--- src/rtl/title_loader_pkg.sv ---
// Shared constants, FSM encoding and code-to-font-address helper for the title loader.
package title_loader_pkg;

  localparam int NUM_CHARS      = 12;
  localparam int CODE_W         = 6;
  localparam int ROM_BASE_W     = 9;
  localparam int FONT_ROWS_LOG2 = 3;
  localparam int IDX_W          = 4;

  localparam logic [CODE_W-1:0] DEF_BLANK_CODE = 6'd0;
  localparam logic [CODE_W-1:0] DEF_END_CODE   = 6'h3F;
  localparam logic [IDX_W-1:0]  LAST_IDX       = 4'd11;

  typedef enum logic [1:0] {
    ST_IDLE   = 2'd0,
    ST_FETCH  = 2'd1,
    ST_DRAIN  = 2'd2,
    ST_COMMIT = 2'd3
  } state_e;

  // Each glyph occupies 2**FONT_ROWS_LOG2 rows in the font ROM.
  function automatic logic [ROM_BASE_W-1:0] font_base(input logic [CODE_W-1:0] code);
    return {code, {FONT_ROWS_LOG2{1'b0}}};
  endfunction

endpackage

--- src/rtl/title_shadow_buffer.sv ---
// 12-entry shadow of char codes, written one slot at a time, committed in parallel
// into the visible font-base-address registers.
module title_shadow_buffer
  import title_loader_pkg::*;
#(
  parameter logic [CODE_W-1:0] BLANK_CODE = DEF_BLANK_CODE
) (
  input  logic                                clk_i,
  input  logic                                reset_ni,
  input  logic                                wr_en_i,
  input  logic [IDX_W-1:0]                    wr_idx_i,
  input  logic [CODE_W-1:0]                   wr_code_i,
  input  logic                                commit_i,
  output logic [NUM_CHARS*ROM_BASE_W-1:0]     chars_o
);

  logic [CODE_W-1:0]     shadow_q [NUM_CHARS];
  logic [ROM_BASE_W-1:0] char_q   [NUM_CHARS];

  always_ff @(posedge clk_i or negedge reset_ni) begin
    if (!reset_ni) begin
      for (int i = 0; i < NUM_CHARS; i++) begin
        shadow_q[i] <= BLANK_CODE;
        char_q[i]   <= font_base(BLANK_CODE);
      end
    end else begin
      if (wr_en_i && (wr_idx_i <= LAST_IDX)) begin
        shadow_q[wr_idx_i] <= wr_code_i;
      end
      if (commit_i) begin
        for (int i = 0; i < NUM_CHARS; i++) begin
          char_q[i] <= font_base(shadow_q[i]);
        end
      end
    end
  end

  for (genvar g = 0; g < NUM_CHARS; g++) begin : g_out
    assign chars_o[g*ROM_BASE_W +: ROM_BASE_W] = char_q[g];
  end

endmodule

--- src/rtl/title_loader.sv ---
// Fetches a 12-char title from the title-text ROM into a shadow buffer and commits it
// to the char1..char12 font base outputs in one edge, optionally aligned to frame_start.
module title_loader
  import title_loader_pkg::*;
#(
  parameter int                TITLE_ID_W    = 3,
  parameter logic [CODE_W-1:0] BLANK_CODE    = DEF_BLANK_CODE,
  parameter logic [CODE_W-1:0] END_CODE      = DEF_END_CODE,
  parameter bit                SYNC_TO_FRAME = 1'b1
) (
  input  logic                        clk,
  input  logic                        reset_n,
  input  logic                        load_req,
  input  logic [TITLE_ID_W-1:0]       title_id,
  input  logic                        frame_start,
  output logic [TITLE_ID_W+IDX_W-1:0] rom_addr,
  input  logic [CODE_W-1:0]           rom_data,
  output logic [ROM_BASE_W-1:0]       char1,
  output logic [ROM_BASE_W-1:0]       char2,
  output logic [ROM_BASE_W-1:0]       char3,
  output logic [ROM_BASE_W-1:0]       char4,
  output logic [ROM_BASE_W-1:0]       char5,
  output logic [ROM_BASE_W-1:0]       char6,
  output logic [ROM_BASE_W-1:0]       char7,
  output logic [ROM_BASE_W-1:0]       char8,
  output logic [ROM_BASE_W-1:0]       char9,
  output logic [ROM_BASE_W-1:0]       char10,
  output logic [ROM_BASE_W-1:0]       char11,
  output logic [ROM_BASE_W-1:0]       char12,
  output logic                        busy,
  output logic                        done,
  output logic [1:0]                  dbg_state
);

  // Request protocol: load_req is a fire-and-forget pulse; it is always accepted.
  // While busy it is parked in a single pending slot (latest id wins).
  state_e                  state_q, state_d;
  logic [IDX_W-1:0]        idx_q, idx_d;
  logic [TITLE_ID_W-1:0]   id_q, id_d;
  logic [TITLE_ID_W-1:0]   pend_id_q, pend_id_d;
  logic                    pend_q, pend_d;
  logic                    end_seen_q, end_seen_d;
  logic                    done_q, done_d;

  logic                    wr_en;
  logic [IDX_W-1:0]        wr_idx;
  logic [CODE_W-1:0]       cap_code;
  logic                    commit;
  logic [NUM_CHARS*ROM_BASE_W-1:0] chars;

  // Once the terminator has been seen, every later slot is padded with blanks.
  assign cap_code = (end_seen_q || (rom_data == END_CODE)) ? BLANK_CODE : rom_data;

  always_comb begin
    state_d    = state_q;
    idx_d      = idx_q;
    id_d       = id_q;
    pend_d     = pend_q;
    pend_id_d  = pend_id_q;
    end_seen_d = end_seen_q;
    done_d     = 1'b0;
    wr_en      = 1'b0;
    wr_idx     = idx_q - 4'd1;
    commit     = 1'b0;
    case (state_q)
      ST_IDLE: begin
        if (load_req || pend_q) begin
          state_d    = ST_FETCH;
          idx_d      = '0;
          end_seen_d = 1'b0;
          if (pend_q) begin
            id_d      = pend_id_q;
            pend_d    = load_req;
            pend_id_d = load_req ? title_id : pend_id_q;
          end else begin
            id_d = title_id;
          end
        end
      end
      ST_FETCH: begin
        idx_d = idx_q + 4'd1;
        if (idx_q != '0) begin
          wr_en      = 1'b1;
          end_seen_d = end_seen_q | (rom_data == END_CODE);
        end
        if (idx_q == LAST_IDX) begin
          state_d = ST_DRAIN;
        end
      end
      ST_DRAIN: begin
        wr_en      = 1'b1;
        wr_idx     = LAST_IDX;
        end_seen_d = end_seen_q | (rom_data == END_CODE);
        state_d    = ST_COMMIT;
      end
      ST_COMMIT: begin
        if (!SYNC_TO_FRAME || frame_start) begin
          commit  = 1'b1;
          done_d  = 1'b1;
          state_d = ST_IDLE;
        end
      end
      default: state_d = ST_IDLE;
    endcase
    if ((state_q != ST_IDLE) && load_req) begin
      pend_d    = 1'b1;
      pend_id_d = title_id;
    end
  end

  always_ff @(posedge clk or negedge reset_n) begin
    if (!reset_n) begin
      state_q    <= ST_IDLE;
      idx_q      <= '0;
      id_q       <= '0;
      pend_q     <= 1'b0;
      pend_id_q  <= '0;
      end_seen_q <= 1'b0;
      done_q     <= 1'b0;
    end else begin
      state_q    <= state_d;
      idx_q      <= idx_d;
      id_q       <= id_d;
      pend_q     <= pend_d;
      pend_id_q  <= pend_id_d;
      end_seen_q <= end_seen_d;
      done_q     <= done_d;
    end
  end

  title_shadow_buffer #(
    .BLANK_CODE (BLANK_CODE)
  ) u_shadow (
    .clk_i     (clk),
    .reset_ni  (reset_n),
    .wr_en_i   (wr_en),
    .wr_idx_i  (wr_idx),
    .wr_code_i (cap_code),
    .commit_i  (commit),
    .chars_o   (chars)
  );

  assign rom_addr  = (state_q == ST_FETCH) ? {id_q, idx_q} : '0;
  assign busy      = (state_q != ST_IDLE);
  assign done      = done_q;
  assign dbg_state = state_q;

  assign char1  = chars[0*ROM_BASE_W  +: ROM_BASE_W];
  assign char2  = chars[1*ROM_BASE_W  +: ROM_BASE_W];
  assign char3  = chars[2*ROM_BASE_W  +: ROM_BASE_W];
  assign char4  = chars[3*ROM_BASE_W  +: ROM_BASE_W];
  assign char5  = chars[4*ROM_BASE_W  +: ROM_BASE_W];
  assign char6  = chars[5*ROM_BASE_W  +: ROM_BASE_W];
  assign char7  = chars[6*ROM_BASE_W  +: ROM_BASE_W];
  assign char8  = chars[7*ROM_BASE_W  +: ROM_BASE_W];
  assign char9  = chars[8*ROM_BASE_W  +: ROM_BASE_W];
  assign char10 = chars[9*ROM_BASE_W  +: ROM_BASE_W];
  assign char11 = chars[10*ROM_BASE_W +: ROM_BASE_W];
  assign char12 = chars[11*ROM_BASE_W +: ROM_BASE_W];

endmodule

--- config.mk ---
export PLATFORM = sky130hd
export DESIGN_NAME = title_loader
export DESIGN_NICKNAME = d
export VERILOG_FILES = /design/src/rtl/title_loader_pkg.sv /design/src/rtl/title_shadow_buffer.sv /design/src/rtl/title_loader.sv
export SDC_FILE = /design/constraint.sdc
export NUM_CORES = 1
export LEC_CHECK = 0
export CAP_MARGIN = 5
export CORE_MARGIN = 2
export CORE_UTILIZATION = 47
export CTS_CLUSTER_DIAMETER = 200
export DETAILED_ROUTE_END_ITERATION = 8
export PLACE_DENSITY = 0.76
export SLEW_MARGIN = 20
export SYNTH_ARGS = -nofsm -noshare
export SYNTH_HDL_FRONTEND = slang
export SYNTH_SLANG_ARGS = --single-unit
--- constraint.sdc ---
create_clock -name clk -period 1.9 [get_ports clk]
set_input_delay 0.19 -clock clk [delete_from_list [all_inputs] [get_ports clk]]
set_output_delay 0.19 -clock clk [all_outputs]
set_load 0.005 [all_outputs]
==> metrics.txt <==
status=finished with violations; failing checks=setup timing; post-synth cell types=44; dpl ws=-0.0819 ns; CP Class=flop to flop; Area contributors post-synth=dfrtp_1 59%, mux2_2 12%, buf_4 4.2%; Fill cells=1003; dpl hpwl=10.4 mm; fmax=512 MHz; Tmin final=1.95 ns; prevailing post-synth register cell=dfrtp_1; most common cell in the netlist=dfrtp_1; max-cap violation count=0; Sink Count=159; Post-Route WL=between 15 and 20 mm; clock network latency to the later pin of the worst-skew pair=0.43 ns; Multi-input gate area=2670 um2; Synth Instances=556; HP Class=input pin to asynchronous set/reset pin; Clock Path Buffers=2; P&R area growth vs syn=32.7%; post-route ant nets=0; Max Slew Vio Count=0; post-synth top area share=58.5%; final setup margin=-0.0524 ns; Mapped Area=6800 um2; H-tree levels=4; cell taking the most area after synthesis=dfrtp_1; CTS tree=done; CP Data Arrival Time=~2.3 ns; Power Density=1670 nW/um2; CP required=2.25 ns; Final #Nets=717; Root Driver=clkbuf_16; Iter 0 DRT Violations=~340; largest net degree at the start of global routing=60; kind of end point of the critical path=flop; Placer Congestion=around 0.82; FF/Latch Area=3980 um2; R2R cell count=7; yosys synthesis warning count=0; Overall Global Routing Usage=20.6%; CP cell instances=inv_2 > buf_6 > ha_4 > nand3b_4 > or4_4 > or2_4 > o21ai_2; Clk pin slew, worst setup/hold paths=approximately 0.060 ns; antenna cells=0; Synth async-reset ratio=100%; Slowest cell on crit path=or4_4; core area=14000 um2; Die X=124 um; Num CTS Buffers=17; flops & latches, synth=roughly 160; first-pass GRT wire length=25.2 mm; Max IR drop VDD=0.832 mV; initial antenna violation count=0; WL/cell=between 15 and 20 um; DRT Pass-1 Iters=6; R2R Path Start=dbg_state[1]; share of layout cells above drive strength 1=between 30% and 40%; Die H=124 um; R2R setup slack=-0.05 ns; number of remaining DRC errors=0; via count=roughly 4700; most frequent cells after synthesis=159 x dfrtp_1, 75 x mux2_2, 67 x nand2_1; via/cell ratio=between 5 and 6; post-synthesis sequential area ratio=58.5%; Worst Setup Start Kind=flop; initial core utilization=~49%; number of global-route vias before repair=4845; fin crit share=103%; IO Port Bufs=95; RSZ-0062 raised after global routing=true; CP max stage delay=0.51 ns; reg2reg end=u_shadow.shadow_q[6]; worst-path fanout max=6; clk_skew=0.0127 ns; die area=15400 um2; Site Rows=43; post-layout util=about 64%; Final Hold Viols=0; syn_area_per_cell=12.2 um2; I/O pin cnt=approximately 130; Setup violations, final=18; number of synthesized flops with an enable pin=0; Pleak=3.74 nW; overflow left after global routing=0
==> worst max path at each step <==
stage                      start                     to  slack [ns]  depth (start not counted)
CTS                 dbg_state[1]   u_shadow.shadow_q[6]       -0.04                          7
global route        dbg_state[1]   u_shadow.shadow_q[6]       -0.11                          7
floorplan           dbg_state[1]  u_shadow.shadow_q[35]       -0.04                          9
global placement        idx_q[0]  u_shadow.shadow_q[40]       -0.02                          6
detailed placement      idx_q[1]  u_shadow.shadow_q[10]       -0.08                          9
finish              dbg_state[1]   u_shadow.shadow_q[6]       -0.05                          7
==> kinds of logic after synthesis <==
family / share of synthesized area [%]
and+or+nand+nor: 8.45
adders and majority gates: 1.47
muxes: 12.9
AOI/OAI and AO/OA: 11.4
buffers and inverters: 7.22
other: 0.0552
DFF: 58.5
==> metrics by stage <==
step	cell area [um2]	instances	hold WS [ns]	total power, mW	setup TNS [ns]
floorplan	6990	591	-0.106	8.09	-0.368
global placement	8060	837	0.153	10.4	-0.124
detailed placement	8060	837	0.158	10.6	-0.953
CTS	8860	879	0.274	14.6	-0.193
global route	9020	889	0.321	15.8	-2.85
finish	9020	889	0.258	15.0	-0.362
==> flip-flops by register name (all words and copies together) (netlist names) <==
name,count
dbg_state,2
done,1
end_seen_q,1
id_q,3
idx_q,4
pend_id_q,3
pend_q,1
u_shadow.chars_o,72
u_shadow.shadow_q,72
==> worst max-delay path: cells and delay by family, from the launching register on <==
family                   cells  cell delay, ns
buffers and inverters        2            0.17
adder cells (fa/ha/maj)      1            0.27
AND/OR/NAND/NOR              3            0.92
AO/OA/AOI/OAI                1            0.14
flip-flops                   1            0.38
==> power by group <==
| part | internal, mW | leakage [nW] | total, mW | switching, mW |
|---|---|---|---|---|
| sequential | 4.70 | 1.55 | 5.58 | 0.876 |
| combinational | 3.23 | 1.89 | 5.78 | 2.55 |
| clock | 2.27 | 0.309 | 3.68 | 1.41 |
==> what timing repair did <==
item,4_1_cts,5_1_grt
hold buffers,1,0
endpoints found under the hold margin,44,0
pin swaps,5,10
endpoints found under the setup margin,48,117
buffers inserted,7,8
gates resized for setup,35,41
cloned,2,2
==> area by class of cell <==
class | count | share of cell area, %
Sequential cell | 159 | 44.2
Inverter | 9 | 0.402
Clock buffer | 19 | 4.91
Timing Repair Buffer | 151 | 16.2
Clock inverter | 13 | 2.23
Tap cell | 180 | 2.50
Multi-Input combinational cell | 358 | 29.6
==> layer usage <==
layer	vias up	global-route usage, %	part of all wire (%)
met5	-	0	0
met1	2337	25.9	41
met2	225	33.7	51
met3	32	6.36	6.5
met4	0	7.60	2.2
li1	2141	-	-
==> cell usage in the layout, fill, tap and decap left out, types with 3 or more instances in the layout <==
| cell type | count |
|---|---|
| o21ai_0 | 29 |
| nand2_1 | 61 |
| nand2b_4 | 5 |
| o21ai_2 | 30 |
| and3b_1 | 3 |
| o21ai_1 | 43 |
| a21oi_1 | 6 |
| clkdlybuf4s50_1 | 86 |
| nor2_1 | 6 |
| mux2i_1 | 3 |
| bufinv_16 | 4 |
| buf_4 | 42 |
| o31ai_1 | 6 |
| buf_12 | 5 |
| buf_6 | 7 |
| ha_4 | 5 |
| and2_1 | 7 |
| inv_6 | 3 |
| nand2_2 | 6 |
| clkbuf_16 | 17 |
| clkdlybuf4s15_1 | 5 |
| ha_1 | 3 |
| dfrtp_1 | 156 |
| mux2_2 | 75 |
| dfrtp_2 | 3 |
| inv_2 | 6 |
| nand2_4 | 4 |
| conb_1 | 36 |
(Power assumes the default switching activity.)
